File: config.mk
export PLATFORM = sky130hd
export DESIGN_NAME = dual_pwm_gen
export DESIGN_NICKNAME = d
export VERILOG_FILES = /design/src/rtl/dual_pwm_gen.sv
export SDC_FILE = /design/constraint.sdc
export NUM_CORES = 1
export LEC_CHECK = 0
export CORE_MARGIN = 2
export CORE_UTILIZATION = 32
export DETAILED_ROUTE_END_ITERATION = 8
export GPL_ROUTABILITY_DRIVEN = 0
export HOLD_SLACK_MARGIN = 0.03
export PLACE_DENSITY_LB_ADDON = 0.3
export SETUP_SLACK_MARGIN = 0.05
export SLEW_MARGIN = 10
export SYNTH_ARGS = -nofsm -noshare
export SYNTH_HDL_FRONTEND = slang
export SYNTH_SLANG_ARGS = --single-unit
export TNS_END_PERCENT = 5
File: constraint.sdc
create_clock -name sysclk -period 2.51 [get_ports sysclk]
set_input_delay 0.502 -clock sysclk [delete_from_list [all_inputs] [get_ports sysclk]]
set_output_delay 0.502 -clock sysclk [all_outputs]
set_load 0.005 [all_outputs]
File: src/rtl/dual_pwm_gen.sv
// dual_pwm_gen: two-channel PWM generator with period-boundary double-buffered duty words.
// Optional build macro SLEW_LIMIT_EN limits the per-period change of each applied duty.
`default_nettype none

module dual_pwm_gen #(
   parameter int DUTY_W    = 6,
   parameter int CLK_DIV   = 1000,
   parameter int SLEW_STEP = 4
) (
   input  logic              sysclk,
   input  logic              reset,
   input  logic              enable,
   input  logic [DUTY_W-1:0] DC_X,
   input  logic [DUTY_W-1:0] DC_Y,
   output logic              pwm_x,
   output logic              pwm_y,
   output logic              period_start,
   output logic [DUTY_W-1:0] active_x,
   output logic [DUTY_W-1:0] active_y
);

   localparam int                PRE_W      = (CLK_DIV > 1) ? $clog2(CLK_DIV) : 1;
   localparam logic [PRE_W-1:0]  PRE_LAST   = PRE_W'(CLK_DIV - 1);
   localparam logic [DUTY_W-1:0] PHASE_LAST = DUTY_W'((1 << DUTY_W) - 2);
   localparam logic [DUTY_W:0]   DUTY_MAX   = (DUTY_W+1)'((1 << DUTY_W) - 1);
   localparam logic [DUTY_W:0]   STEP       = (DUTY_W+1)'(SLEW_STEP);

`ifdef SLEW_LIMIT_EN
   localparam bit SLEW_EN = 1'b1;
`else
   localparam bit SLEW_EN = 1'b0;
`endif

   typedef enum logic [0:0] {
      ST_IDLE = 1'b0,
      ST_RUN  = 1'b1
   } state_t;

   state_t            state_q, state_d;
   logic [PRE_W-1:0]  pre_q, pre_d;
   logic [DUTY_W-1:0] phase_q, phase_d;
   logic [DUTY_W-1:0] act_x_q, act_x_d;
   logic [DUTY_W-1:0] act_y_q, act_y_d;
   logic              pwm_x_q, pwm_x_d;
   logic              pwm_y_q, pwm_y_d;
   logic              ps_q, ps_d;
   logic              step_tick;

   // Move cur toward req by at most STEP; sums are one bit wider and clamped.
   function automatic logic [DUTY_W-1:0] slew(input logic [DUTY_W-1:0] cur,
                                              input logic [DUTY_W-1:0] req);
      logic [DUTY_W:0] diff;
      logic [DUTY_W:0] sum;
      if (req >= cur) begin
         diff = {1'b0, req} - {1'b0, cur};
         sum  = {1'b0, cur} + STEP;
         if (diff <= STEP)
            return req;
         else if (sum > DUTY_MAX)
            return DUTY_MAX[DUTY_W-1:0];
         else
            return sum[DUTY_W-1:0];
      end else begin
         diff = {1'b0, cur} - {1'b0, req};
         if (diff <= STEP)
            return req;
         else
            return cur - STEP[DUTY_W-1:0];
      end
   endfunction

   function automatic logic [DUTY_W-1:0] reload(input logic [DUTY_W-1:0] cur,
                                                input logic [DUTY_W-1:0] req);
      return SLEW_EN ? slew(cur, req) : req;
   endfunction

   assign step_tick = (pre_q == PRE_LAST);

   always_ff @(posedge sysclk or posedge reset) begin
      if (reset) begin
         state_q <= ST_IDLE;
         pre_q   <= '0;
         phase_q <= '0;
         act_x_q <= '0;
         act_y_q <= '0;
         pwm_x_q <= 1'b0;
         pwm_y_q <= 1'b0;
         ps_q    <= 1'b0;
      end else begin
         state_q <= state_d;
         pre_q   <= pre_d;
         phase_q <= phase_d;
         act_x_q <= act_x_d;
         act_y_q <= act_y_d;
         pwm_x_q <= pwm_x_d;
         pwm_y_q <= pwm_y_d;
         ps_q    <= ps_d;
      end
   end

   always_comb begin
      state_d = state_q;
      pre_d   = pre_q;
      phase_d = phase_q;
      act_x_d = act_x_q;
      act_y_d = act_y_q;
      pwm_x_d = 1'b0;
      pwm_y_d = 1'b0;
      ps_d    = 1'b0;
      unique case (state_q)
         ST_IDLE: begin
            pre_d   = '0;
            phase_d = '0;
            if (enable) begin
               state_d = ST_RUN;
               act_x_d = reload(act_x_q, DC_X);
               act_y_d = reload(act_y_q, DC_Y);
               ps_d    = 1'b1;
            end
         end
         ST_RUN: begin
            if (!enable) begin
               // Dropping enable wins over a coincident period boundary.
               state_d = ST_IDLE;
               pre_d   = '0;
               phase_d = '0;
            end else begin
               pwm_x_d = (phase_q < act_x_q);
               pwm_y_d = (phase_q < act_y_q);
               if (step_tick) begin
                  pre_d = '0;
                  if (phase_q == PHASE_LAST) begin
                     phase_d = '0;
                     act_x_d = reload(act_x_q, DC_X);
                     act_y_d = reload(act_y_q, DC_Y);
                     ps_d    = 1'b1;
                  end else begin
                     phase_d = phase_q + 1'b1;
                  end
               end else begin
                  pre_d = pre_q + 1'b1;
               end
            end
         end
         default: state_d = ST_IDLE;
      endcase
   end

   assign pwm_x        = pwm_x_q;
   assign pwm_y        = pwm_y_q;
   assign period_start = ps_q;
   assign active_x     = act_x_q;
   assign active_y     = act_y_q;

endmodule

`default_nettype wire
== Word-level counts from Yosys, hierarchy flattened ==
Cells that the tools add are included.
Storage, ports and cells
  word-level logic and storage cells: 47
  ROM bits: 0
  memory bits (writable): 0
  bits in latches: 0
  memories kept: 0
  flip-flop bits (word level): 32
  output and inout bits: 15
Cells by class
  div/mod/pow operators: 0
  bitwise logic cells: 1
  $mul: 0
  shift-type cells: 0
  multiplexer cells: 26
  eq/ne operators: 7
  reductions and logical operators: 1
  add/subtract/negate cells: 2
  $lt $le $gt $ge: 2
Operators by type and width (count)
  $mux 6: 11
  $pmux 6 s2: 3
  $mux 10: 2
  $pmux 10 s2: 1
  $lt 6x6->1: 2
  $add 10x1->10 const B: 1
  $eq 10x10->1 const B: 1
  $mux 1: 8
  $add 6x1->6 const B: 1
  $eq 6x6->1 const B: 1
  $ne 2x1->1 const B: 2
  $ne 2x2->1 const B: 2
  $reduce_and 4->1: 1
  $ne 3x2->1 const B: 1
  $pmux 1 s2: 1
  $not 1->1: 1

== Logic depth before layout (Yosys ltp) ==
  depth in word-level cells: 5
  gate-level depth with buffers: 7
  gate-level depth less buffers: 6

== Worst setup path before layout ==
OpenSTA, ideal clock, no wires.
  path type: register to register
  from: reg pre_q[4]
  to: reg act_x_q[0] (netlist: active_x[0])
  data arrival time: 2050 ps
  path slack: 335 ps
  stages on the path, launching flop included: 6
  path buffers: 1
  cells stage by stage: dfrtp_1 > or3b_4 > or4_4 > a21boi_4 > buf_12 > mux2_4
Between the ends
  cells in the longest elaborated chain, start to end: 3
RTL lines
  start: declaration: line 40  | logic [PRE_W-1:0] pre_q, pre_d;
  start signal: assignment: line 91  | pre_q <= pre_d;
  $eq 10x10->1: line 77  | assign step_tick = (pre_q == PRE_LAST);
  $ne 2x1->1 (no line)
  $reduce_and 4->1 (no line)
  end signal: assignment: line 93  | act_x_q <= act_x_d;
  end: declaration: line 42  | logic [DUTY_W-1:0] act_x_q, act_x_d;
No other way between the ends.
A chain may end at the register's enable or synchronous reset.

== Worst setup path in the final report ==
  from: reg pre_q[2]
  to: reg act_y_q[3] (netlist: active_y[3])
Between the ends
  cells in the longest elaborated chain, start to end: 3
RTL lines
  $eq 10x10->1: line 77
  $ne 2x1->1 (no line)
  $reduce_and 4->1 (no line)
  end signal: assignment: line 94  | act_y_q <= act_y_d;
  end: declaration: line 43  | logic [DUTY_W-1:0] act_y_q, act_y_d;
No other way between the ends.

==> results.json <==
{
  "cts_hold_buf": 0,
  "clk_transition_reported_paths_ns": 0.07,
  "synth_top_area_share": 0.473,
  "drt.antenna.violating_nets": 0,
  "synth_compound_area_frac": 0.0732,
  "start_util": 0.331,
  "reg2reg_from": "pre_q[2]",
  "max-vdd-ir-drop_mv": 0.291,
  "cp-end-kind": "flop",
  "hpwl_mm": 2.35,
  "layout.nets": 218,
  "h-tree-depth": 2,
  "layout-drive-gt1-share": 0.157,
  "clk_latency_ns": 0.28,
  "die_y_um": 76.7,
  "ys_ff_latch": 32,
  "layout_commonest_cell": "dfrtp_1",
  "status": "complete, no violations",
  "finClkSkew_ns": 0.00772,
  "r2r_end": "active_y[3]",
  "fin_crit_ns": 2.25,
  "r2r_slack_ns": 0.26,
  "synthSimpleGateAreaFrac": 0.154,
  "postCtsSetupBuffers": 0,
  "cp_max_fo": 13,
  "fin_crit_sh": 0.896,
  "ys_types": 27,
  "setup_violations": 0,
  "power_density_nw_per_um2": 593,
  "diodes": 0,
  "startpoint": "pre_q[2]",
  "reg2reg_depth": 5,
  "track_usage": 0.122,
  "preCtsSetupSlack_ns": 0.248,
  "slew_headroom": 0.678,
  "syn_inst": 153,
  "p_int_mw": 1.03,
  "layout_setup_ws_ns": 0.262,
  "synth-warning-count": 0,
  "grt_pass1_wl_mm": 5.74,
  "synth.avg_cell_area_um2": 11.1,
  "coreArea_um2": 5110,
  "drv_cap": 0,
  "max_slew.worst_pin.slew_ns": 0.479,
  "grt_max_degree": 33,
  "synth_fp_nets": 181,
  "clock-sinks": 32,
  "seq_power_share": 0.439,
  "start_kind": "flop",
  "first_global_vias": 1207,
  "worstHoldPathType": "flop to flop",
  "first_pass_iters": 6,
  "netlist_top_cells_area": "dfrtp_1, ha_1, mux2_4",
  "p_clk_frac": 0.409,
  "area_delta_synth_final_pct": 30.7,
  "cts_resized": 0,
  "rsz0062_at_grt": "no",
  "cts_buffer_depth": 2,
  "swShare": 0.212,
  "hold_viol": 0,
  "cts-root-buf": "clkbuf_8",
  "critPathArrivalTime_ns": 2.42,
  "final-max-slew-violation-count": 0,
  "synthMuxAreaShare": 0.0999,
  "min_from": "pre_q[0]",
  "num_vias": 1220,
  "drtIter0Drc": 44,
  "holdPathEnd": "pre_q[0]",
  "cts_tree": "done",
  "cp.required_ns": 2.68,
  "p_leak_nw": 0.995,
  "stdcell_area_um2": 2210,
  "cts-buffers-inserted": 5,
  "viasPerCell": 4.67,
  "port_buffers": 29,
  "seq_area_frac_synth": 0.473,
  "switchingPower_uw": 278,
  "critical_path_class": "flop to flop",
  "placed_cell_area_um2": 2080,
  "mostFrequentLayoutCells": "dfrtp_1, clkdlybuf4s50_1, inv_1",
  "yosysTopAreaCell": "dfrtp_1",
  "die-width_um": 76.7,
  "grt_overflow": 0,
  "fp.dieArea_um2": 5880,
  "synth_top_family_by_area": "simple AND/OR/NAND/NOR gates",
  "comb_power_share": 0.152,
  "row_count": 26,
  "wl_per_cell_um": 12.3,
  "syn_area_um2": 1690,
  "min_delay_path_depth": 1,
  "synthXorXnorAreaFrac": 0.0518,
  "setup_tns_ns": 0,
  "ios": 30,
  "antenna_found_initial": 0,
  "routed_wl_mm": 3.22,
  "drc_errors": 0,
  "synthAdderAreaFrac": 0.0962,
  "fmax_ghz": 0.445
}
-- metrics by stage --
step / instances / hold WS (ns) / total power, mW / utilization
after floorplan: 153 / 0.455 / 0.682 / -
after CTS: 261 / 0.494 / 1.33 / 0.433
after detailed placement: 253 / 0.485 / 0.789 / 0.408
after global placement: 253 / 0.487 / 0.787 / 0.408
final: 261 / 0.491 / 1.31 / 0.433
after global routing: 261 / 0.543 / 1.39 / 0.433
-- synth_stat cells (all sizes together) --
master	count
dfrtp	32
inv	16
ha	13
nor2	13
mux2	12
nand3	11
xnor2	8
a21oi	6
nand2	5
nor3	5
a21o	4
nand2b	3
nand4	3
or2	3
or4	3
a211oi	2
clkbuf	2
nor4	2
o211ai	2
o21a	2
xor2	2
a21boi	1
buf	1
or3	1
or3b	1
-- worst max-delay path by stage --
stage	endpoint	slack, ns	cells past startpoint
2_1_floorplan	active_x[0]	0.33	5
3_3_place_gp	active_y[2]	0.30	5
3_5_place_dp	active_y[3]	0.25	5
4_1_cts	active_y[3]	0.26	5
5_1_grt	active_y[4]	0.20	5
6_report	active_y[3]	0.26	5
-- cell families (layout without fill, tap and decap cells) --
logic type | after synthesis | after routing
xor+xnor | 10 | 10
buf+inv | 19 | 57
simple gates | 50 | 50
mux | 12 | 12
compound gates | 17 | 17
fa+ha+maj | 13 | 13
flops | 32 | 32
-- power groups by stage --
stage                     Sequential [mW]  Combinational [mW]  Clock (mW)
after global placement              0.585               0.201           0
after detailed placement            0.586               0.203           0
after floorplan                     0.584              0.0975           0
after CTS                           0.576               0.204       0.554
final                               0.575               0.200       0.536
after global routing                0.582               0.221       0.585
-- layout make-up --
class	count	area, um^2
fillers	520	2900
multi-input cells	102	803
flip-flops and latches	32	801
repair buffers	33	333
clock buffers	7	96.3
well taps	70	87.6
inverters	16	60.1
clock inverters	1	30.0
-- worst max-delay path: stages (launching register included) --
cell and delay [ns]:
dfrtp_1 0.44, or3b_4 0.44, or4_4 0.57, a21boi_4 0.19, buf_12 0.16, mux2_2 0.33
-- sequential cells by signal, summed over array words and instances, names as in the netlist --
register and flops:
phase_q 6, active_x 6, active_y 6, state_q 1
pre_q 10, pwm_x 1, pwm_y 1, period_start 1
-- routing by layer --
metal / part of all wire / wire length [um] / vias up / GRT usage
met1: 0.47 / 1530 / 579 / 0.165
met4: 0.011 / 35 / 0 / 0.0327
met3: 0.055 / 176 / 5 / 0.0529
li1: - / - / 605 / -
met5: 0 / 0 / - / 0
met2: 0.46 / 1480 / 31 / 0.178
No activity file was read; power rests on OpenSTA's default activity.
